$ cat config.mk
export PLATFORM = sky130hd
export DESIGN_NAME = varcic_mc
export DESIGN_NICKNAME = d
export VERILOG_FILES = /design/src/rtl/varcic_mc.sv
export SDC_FILE = /design/constraint.sdc
export NUM_CORES = 2
export LEC_CHECK = 0
export ABC_AREA = 1
export CELL_PAD_IN_SITES_DETAIL_PLACEMENT = 1
export CELL_PAD_IN_SITES_GLOBAL_PLACEMENT = 2
export CORE_MARGIN = 2
export CORE_UTILIZATION = 40
export CTS_CLUSTER_DIAMETER = 30
export DETAILED_ROUTE_END_ITERATION = 12
export PLACE_DENSITY_LB_ADDON = 0.3
export SETUP_SLACK_MARGIN = 0.3
export SYNTH_ARGS = -nofsm -noshare
export SYNTH_HDL_FRONTEND = slang
export SYNTH_SLANG_ARGS = --single-unit
export TNS_END_PERCENT = 100
$ cat constraint.sdc
create_clock -name clock -period 75.6 [get_ports clock]
set_input_delay 22.68 -clock clock [delete_from_list [all_inputs] [get_ports clock]]
set_output_delay 22.68 -clock clock [all_outputs]
set_load 0.1 [all_outputs]
$ cat src/rtl/varcic_mc.sv
// Multi-channel runtime-variable CIC decimator with auto shift, round-half-up and saturation.
// Latency: out_strobe/out_data 2 clocks after the in_strobe that completes a decimation.
// No backpressure: accepts one sample per clock for any R; outputs are single-cycle strobes.
module varcic_mc #(
    parameter int STAGES    = 5,
    parameter int IN_WIDTH  = 18,
    parameter int OUT_WIDTH = 18,
    parameter int DEC_WIDTH = 6,
    parameter int ACC_WIDTH = 48,
    parameter int CHANNELS  = 2
) (
    input  logic                            clock,
    input  logic                            reset,
    input  logic [DEC_WIDTH-1:0]            decimation,
    input  logic                            in_strobe,
    input  logic [CHANNELS*IN_WIDTH-1:0]    in_data,
    output logic                            out_strobe,
    output logic [CHANNELS*OUT_WIDTH-1:0]   out_data,
    output logic [DEC_WIDTH-1:0]            dec_active,
    output logic                            settling
);

    localparam int SH_W = $clog2(ACC_WIDTH + 1);
    localparam int WC_W = $clog2(STAGES + 1);
    localparam logic signed [ACC_WIDTH:0] SAT_HI =
        (ACC_WIDTH+1)'((64'sd1 <<< (OUT_WIDTH-1)) - 64'sd1);
    localparam logic signed [ACC_WIDTH:0] SAT_LO =
        (ACC_WIDTH+1)'(-(64'sd1 <<< (OUT_WIDTH-1)));

    if (ACC_WIDTH < IN_WIDTH + STAGES*DEC_WIDTH) begin : g_acc_check
        $error("ACC_WIDTH must be >= IN_WIDTH + STAGES*DEC_WIDTH");
    end

    typedef logic signed [ACC_WIDTH-1:0] acc_t;

    acc_t                        in_ext   [CHANNELS];
    acc_t                        integ    [CHANNELS][STAGES];
    acc_t                        comb_q   [CHANNELS][STAGES];
    acc_t                        comb_dly [CHANNELS][STAGES];
    logic signed [OUT_WIDTH-1:0] rounded  [CHANNELS];
    logic [DEC_WIDTH-1:0]        count;
    logic                        comb_strobe;
    logic                        round_strobe;
    logic                        flush;
    logic                        accept;
    logic [WC_W-1:0]             warm;
    logic [SH_W-1:0]             shift;

    // A decimation change (including the first load after reset) flushes in the same cycle.
    assign flush  = (decimation != dec_active);
    assign accept = in_strobe && !flush && (dec_active != '0);

    always_comb begin
        for (int ch = 0; ch < CHANNELS; ch++)
            in_ext[ch] = acc_t'($signed(in_data[ch*IN_WIDTH +: IN_WIDTH]));
    end

    // ceil(log2(R)) is the position above the highest set bit of R-1.
    always_comb begin : shift_calc
        logic [DEC_WIDTH-1:0] r_m1;
        int                   lg;
        r_m1 = dec_active - DEC_WIDTH'(1);
        lg   = 0;
        for (int i = 0; i < DEC_WIDTH; i++)
            if (r_m1[i]) lg = i + 1;
        shift = SH_W'(STAGES * lg);
    end

    always_ff @(posedge clock) begin
        if (reset) begin
            count        <= '0;
            comb_strobe  <= 1'b0;
            round_strobe <= 1'b0;
            dec_active   <= '0;
        end else if (flush) begin
            count        <= '0;
            comb_strobe  <= 1'b0;
            round_strobe <= 1'b0;
            dec_active   <= decimation;
        end else begin
            comb_strobe  <= 1'b0;
            round_strobe <= comb_strobe;
            if (accept) begin
                if (count == dec_active - DEC_WIDTH'(1)) begin
                    count       <= '0;
                    comb_strobe <= 1'b1;
                end else begin
                    count <= count + DEC_WIDTH'(1);
                end
            end
        end
    end

    // Integrators wrap modulo 2^ACC_WIDTH; the combs cancel the wrap exactly.
    always_ff @(posedge clock) begin
        if (reset || flush) begin
            for (int ch = 0; ch < CHANNELS; ch++)
                for (int k = 0; k < STAGES; k++)
                    integ[ch][k] <= '0;
        end else if (accept) begin
            for (int ch = 0; ch < CHANNELS; ch++) begin
                integ[ch][0] <= integ[ch][0] + in_ext[ch];
                for (int k = 1; k < STAGES; k++)
                    integ[ch][k] <= integ[ch][k] + integ[ch][k-1];
            end
        end
    end

    always_ff @(posedge clock) begin
        if (reset || flush) begin
            for (int ch = 0; ch < CHANNELS; ch++)
                for (int k = 0; k < STAGES; k++) begin
                    comb_q[ch][k]   <= '0;
                    comb_dly[ch][k] <= '0;
                end
        end else if (comb_strobe) begin
            for (int ch = 0; ch < CHANNELS; ch++) begin
                comb_q[ch][0]   <= integ[ch][STAGES-1] - comb_dly[ch][0];
                comb_dly[ch][0] <= integ[ch][STAGES-1];
                for (int k = 1; k < STAGES; k++) begin
                    comb_q[ch][k]   <= comb_q[ch][k-1] - comb_dly[ch][k];
                    comb_dly[ch][k] <= comb_q[ch][k-1];
                end
            end
        end
    end

    // Round half up: floor(y / 2^s) plus the last bit shifted out.
    always_comb begin : round_sat
        acc_t                    y;
        logic signed [ACC_WIDTH:0] t;
        y = '0;
        t = '0;
        for (int ch = 0; ch < CHANNELS; ch++) begin
            rounded[ch] = '0;
            y = comb_q[ch][STAGES-1];
            t = (ACC_WIDTH+1)'(y) >>> shift;
            if (shift != '0)
                t = t + {{ACC_WIDTH{1'b0}}, y[shift - SH_W'(1)]};
            if (t > SAT_HI)
                rounded[ch] = SAT_HI[OUT_WIDTH-1:0];
            else if (t < SAT_LO)
                rounded[ch] = SAT_LO[OUT_WIDTH-1:0];
            else
                rounded[ch] = t[OUT_WIDTH-1:0];
        end
    end

    always_ff @(posedge clock) begin
        if (reset) begin
            out_strobe <= 1'b0;
            out_data   <= '0;
            settling   <= 1'b1;
            warm       <= '0;
        end else if (flush) begin
            out_strobe <= 1'b0;
            settling   <= 1'b1;
            warm       <= '0;
        end else begin
            out_strobe <= 1'b0;
            if (round_strobe) begin
                if (warm != WC_W'(STAGES)) begin
                    warm <= warm + WC_W'(1);
                end else begin
                    out_strobe <= 1'b1;
                    settling   <= 1'b0;
                    for (int ch = 0; ch < CHANNELS; ch++)
                        out_data[ch*OUT_WIDTH +: OUT_WIDTH] <= rounded[ch];
                end
            end
        end
    end

endmodule

==> results.md <==
- H-tree levels: 5
- CTS Hold Buffers Added: 0
- Die width: 533 µm
- Filler cell count: 33700
- 1st-pass router iterations: 5
- Max Slew Vio Count: 0
- Sequential area share after synthesis: roughly two fifths
- Core area: 279000 µm²
- Layout area overhead: 16.8%
- FF+latch count, synth: 1495
- Max Root-Sink Buffers: 4
- CTS Root Cell: clkbuf_16
- CP max stage delay: 0.97 ns
- Ports: just under 90
- Tcrit/Tclk final: about 37%
- Number of buffers created by CTS: 417
- Unrepaired setup endpoints after global routing: false
- Routed WL: 340000 µm
- Post-DP HPWL: between 200000 and 300000 µm
- First-pass GRT wire length: 558000 µm
- Via density: ~5.4
- NetSw: ~980 µW
- CTS tree: yes
- Pwr Density: 24.9 nW/µm²
- Slowest stage cell on the critical path: buf_4
- Worst IR Drop VDD: 0.0000292 V
- Crit path top cell by count: buf_4
- CP cell instances: clkdlybuf4s50_1, inv_1, o2111ai_1, nor4_1, o211ai_1, nor2_1, nand2_4, buf_4, buf_4, buf_4, buf_4
- Final TNS setup: 0 ns
- Drt wl/cell: 18.1 µm
- Fin nets: approximately 16000
- Final Setup Violations: 0
- Top FF cell, synth: edfxtp_1
- Worst-Margin Slew: 1.27 ns
- Initial Util: 40.1%
- Vias: roughly 100k
- Initial antenna violation count: 3
- Post-Syn Nets: between 15000 and 20000
- Routability Congestion: 0.916
- Worst R2R Start: dec_active[0]
- Gr ovfl total: 0
- Die Y-Extent: between 500 and 600 µm
- CP top delay family: buffers and inverters
- Startpoint types: primary input
- Critical path arrival: 28.59 ns
- Worst EP required: 76.12 ns
- Skew final: 0.0800 ns
- Post-synth ARST share: 0%
- Reg area: 44300 µm²
- Most frequent cells in the layout: 2328 x nand2_1, 2302 x inv_1, 1993 x a21oi_1
- Gr usage total: 23.5%
- Postcts setup bufs: 0
- Mean post-synth cell area: between 7 and 8 µm²
- Ys Warns: 0
- Critical Path Fanout Max: between 80 and 90
- R2r worst-path depth: 35
- Die Footprint: 284000 µm²
- Clk pwr share: around 54%
- Area of the multi-input gates: roughly 57000 µm²
- Hold Fails Final Rpt: 0
- Internal power: 2.28 mW
- Area leader, netlist: edfxtp_1
- Critical path class: primary input to flip-flop
- Seq pwr share: 28.1%
- Yosys top cell area share: 38.6%
- Max frequency: ~36 MHz
- Sw Ratio: 30.1%
- Commonest non-fill, non-tap cell in the layout: nand2_1
- Layout cells sized above 1: under 10%
- Largest net degree at the start of global routing: 225
- Sink Count: 1495
- I/O Buffers: 88
- Synth area leaders: edfxtp_1 39%, ha_1 11%, a21oi_1 8.9%
- R2R Setup Slk: between 60 and 70 ns
- DRC: 0
- Rel. slew slack: 15.4%
- Hold EP: out_data[35]
- Worst Hold Depth: 2
- Logic gate share of total power: 18.0%
- Max-cap violations: 0
- Clock Pin Slew Worst Setup and Hold Paths: 0.04 ns
- Worst Hold Class: flip-flop to flip-flop
- CTS-repair resized insts: 0
- Final ANT Viol Nets: 0
- Cell variety after synth: just under 60
- Syn Inst Count: between 10000 and 15000
- Total power draw: between 3 and 4 mW
- Number of core rows: approximately 190
- Crit end category: flip-flop
- Number of synthesized flops with an enable pin: 1440
- Netlist Area Pre-Place: 112000 µm²
- Outcome: finished clean
- Leak pwr: 60.6 nW
- Worst r2r dst: out_data[12]
- WP buf/inv: 6
- Iteration-0 DRC count of the detailed router: 4904
- Clock latency on the worst-skew pair: roughly 0.96 ns
- Hold_sp: out_data[35]
- Fin crit period: ~28 ns
- Number of global-route vias before repair: 107000
-- cell usage after synthesis (16+ instances only) --
cell type  number
a211oi_1       36
a21boi_0      122
a21o_1         33
a21oi_1      1993
a31oi_1       205
buf_1          30
buf_2          38
buf_6          21
clkbuf_1      206
dfxtp_1        55
edfxtp_1     1440
fa_1           20
ha_1          956
inv_1        2303
inv_2          16
nand2_1      2330
nand2_2        29
nand3_1       978
nand3_2        33
nand3b_1       19
nand4_1       113
nor2_1       1568
nor2_2         48
nor2_4         19
nor3_1         57
nor4_1         23
o211ai_1       38
o21a_1        287
o21ai_0      1154
o21bai_1       26
xnor2_1        42
xor2_1         80
-- registers in the layout, summed over array words and instances, names as in the netlist --
register      cells
comb_dly        480
comb_q          480
integ           480
out_data         36
count             6
dec_active        6
warm              3
comb_strobe       1
out_strobe        1
round_strobe      1
settling          1
-- power groups by stage --
stage	clock [mW]	combinational [mW]	sequential (mW)
2_1_floorplan	0	0.395	0.934
3_3_place_gp	0	0.574	0.928
3_5_place_dp	0	0.581	0.929
4_1_cts	1.79	0.585	0.915
5_1_grt	1.83	0.651	0.915
6_report	1.76	0.586	0.915
-- metrics by stage --
stage	area (µm²)	utilization [%]	cells	hold slack, ns	setup WS (ns)
2_1_floorplan	112000	-	14500	0.473	30.00
3_3_place_gp	117000	41.8	18000	0.460	46.68
3_5_place_dp	117000	41.8	18000	0.482	46.53
4_1_cts	131000	46.9	18800	0.489	47.52
5_1_grt	131000	46.9	18800	0.518	47.10
6_report	131000	46.9	18800	0.481	47.53
-- area by class of cell --
| type | instances | area share, % |
|---|---|---|
| multi-input combinational | 10300 | 44.0 |
| inverter | 2326 | 6.69 |
| clock inverter | 256 | 2.47 |
| tap | 3724 | 3.56 |
| clock buffer | 506 | 8.32 |
| sequential | 1495 | 33.9 |
| timing repair buffer | 152 | 1.07 |
| antenna | 2 | 0.00383 |
-- routing by layer --
layer | up-vias | global-route usage (%) | share of wire [%]
li1 | 50300 | - | -
met3 | 569 | 2.83 | 3.0
met4 | 0 | 7.75 | 3.1
met1 | 48400 | 28.7 | 44
met2 | 1420 | 42.8 | 50
met5 | - | 0 | 0
-- tightest hold or removal path, delay by kind of cell, from the launching register on --
| kind | cells | cell delay (ns) |
|---|---|---|
| AND/OR/NAND/NOR | 2 | 0.13 |
| flip-flops | 1 | 0.30 |
-- cell families after synthesis --
logic type	count (synthesis)	synth area share (%)
AND/OR/NAND/NOR	5251	19.8
AO/OA/AOI/OAI	3979	19.5
flip-flops	1495	39.6
XOR/XNOR	122	0.955
buffers and inverters	2637	9.09
adder cells (fa/ha/maj)	976	11.0
-- worst max path at each step --
stage             startpoint                to  depth (start not counted)
4_1_cts        decimation[2]  comb_dly[1][172]                         11
6_report       decimation[2]  comb_dly[1][216]                         11
3_5_place_dp   decimation[2]  comb_dly[1][231]                         11
5_1_grt        decimation[2]  comb_dly[1][227]                         11
3_3_place_gp   decimation[2]  comb_dly[1][230]                         11
2_1_floorplan  decimation[4]    comb_dly[0][0]                          5
Note: power is estimated with default switching activity, not from simulation.
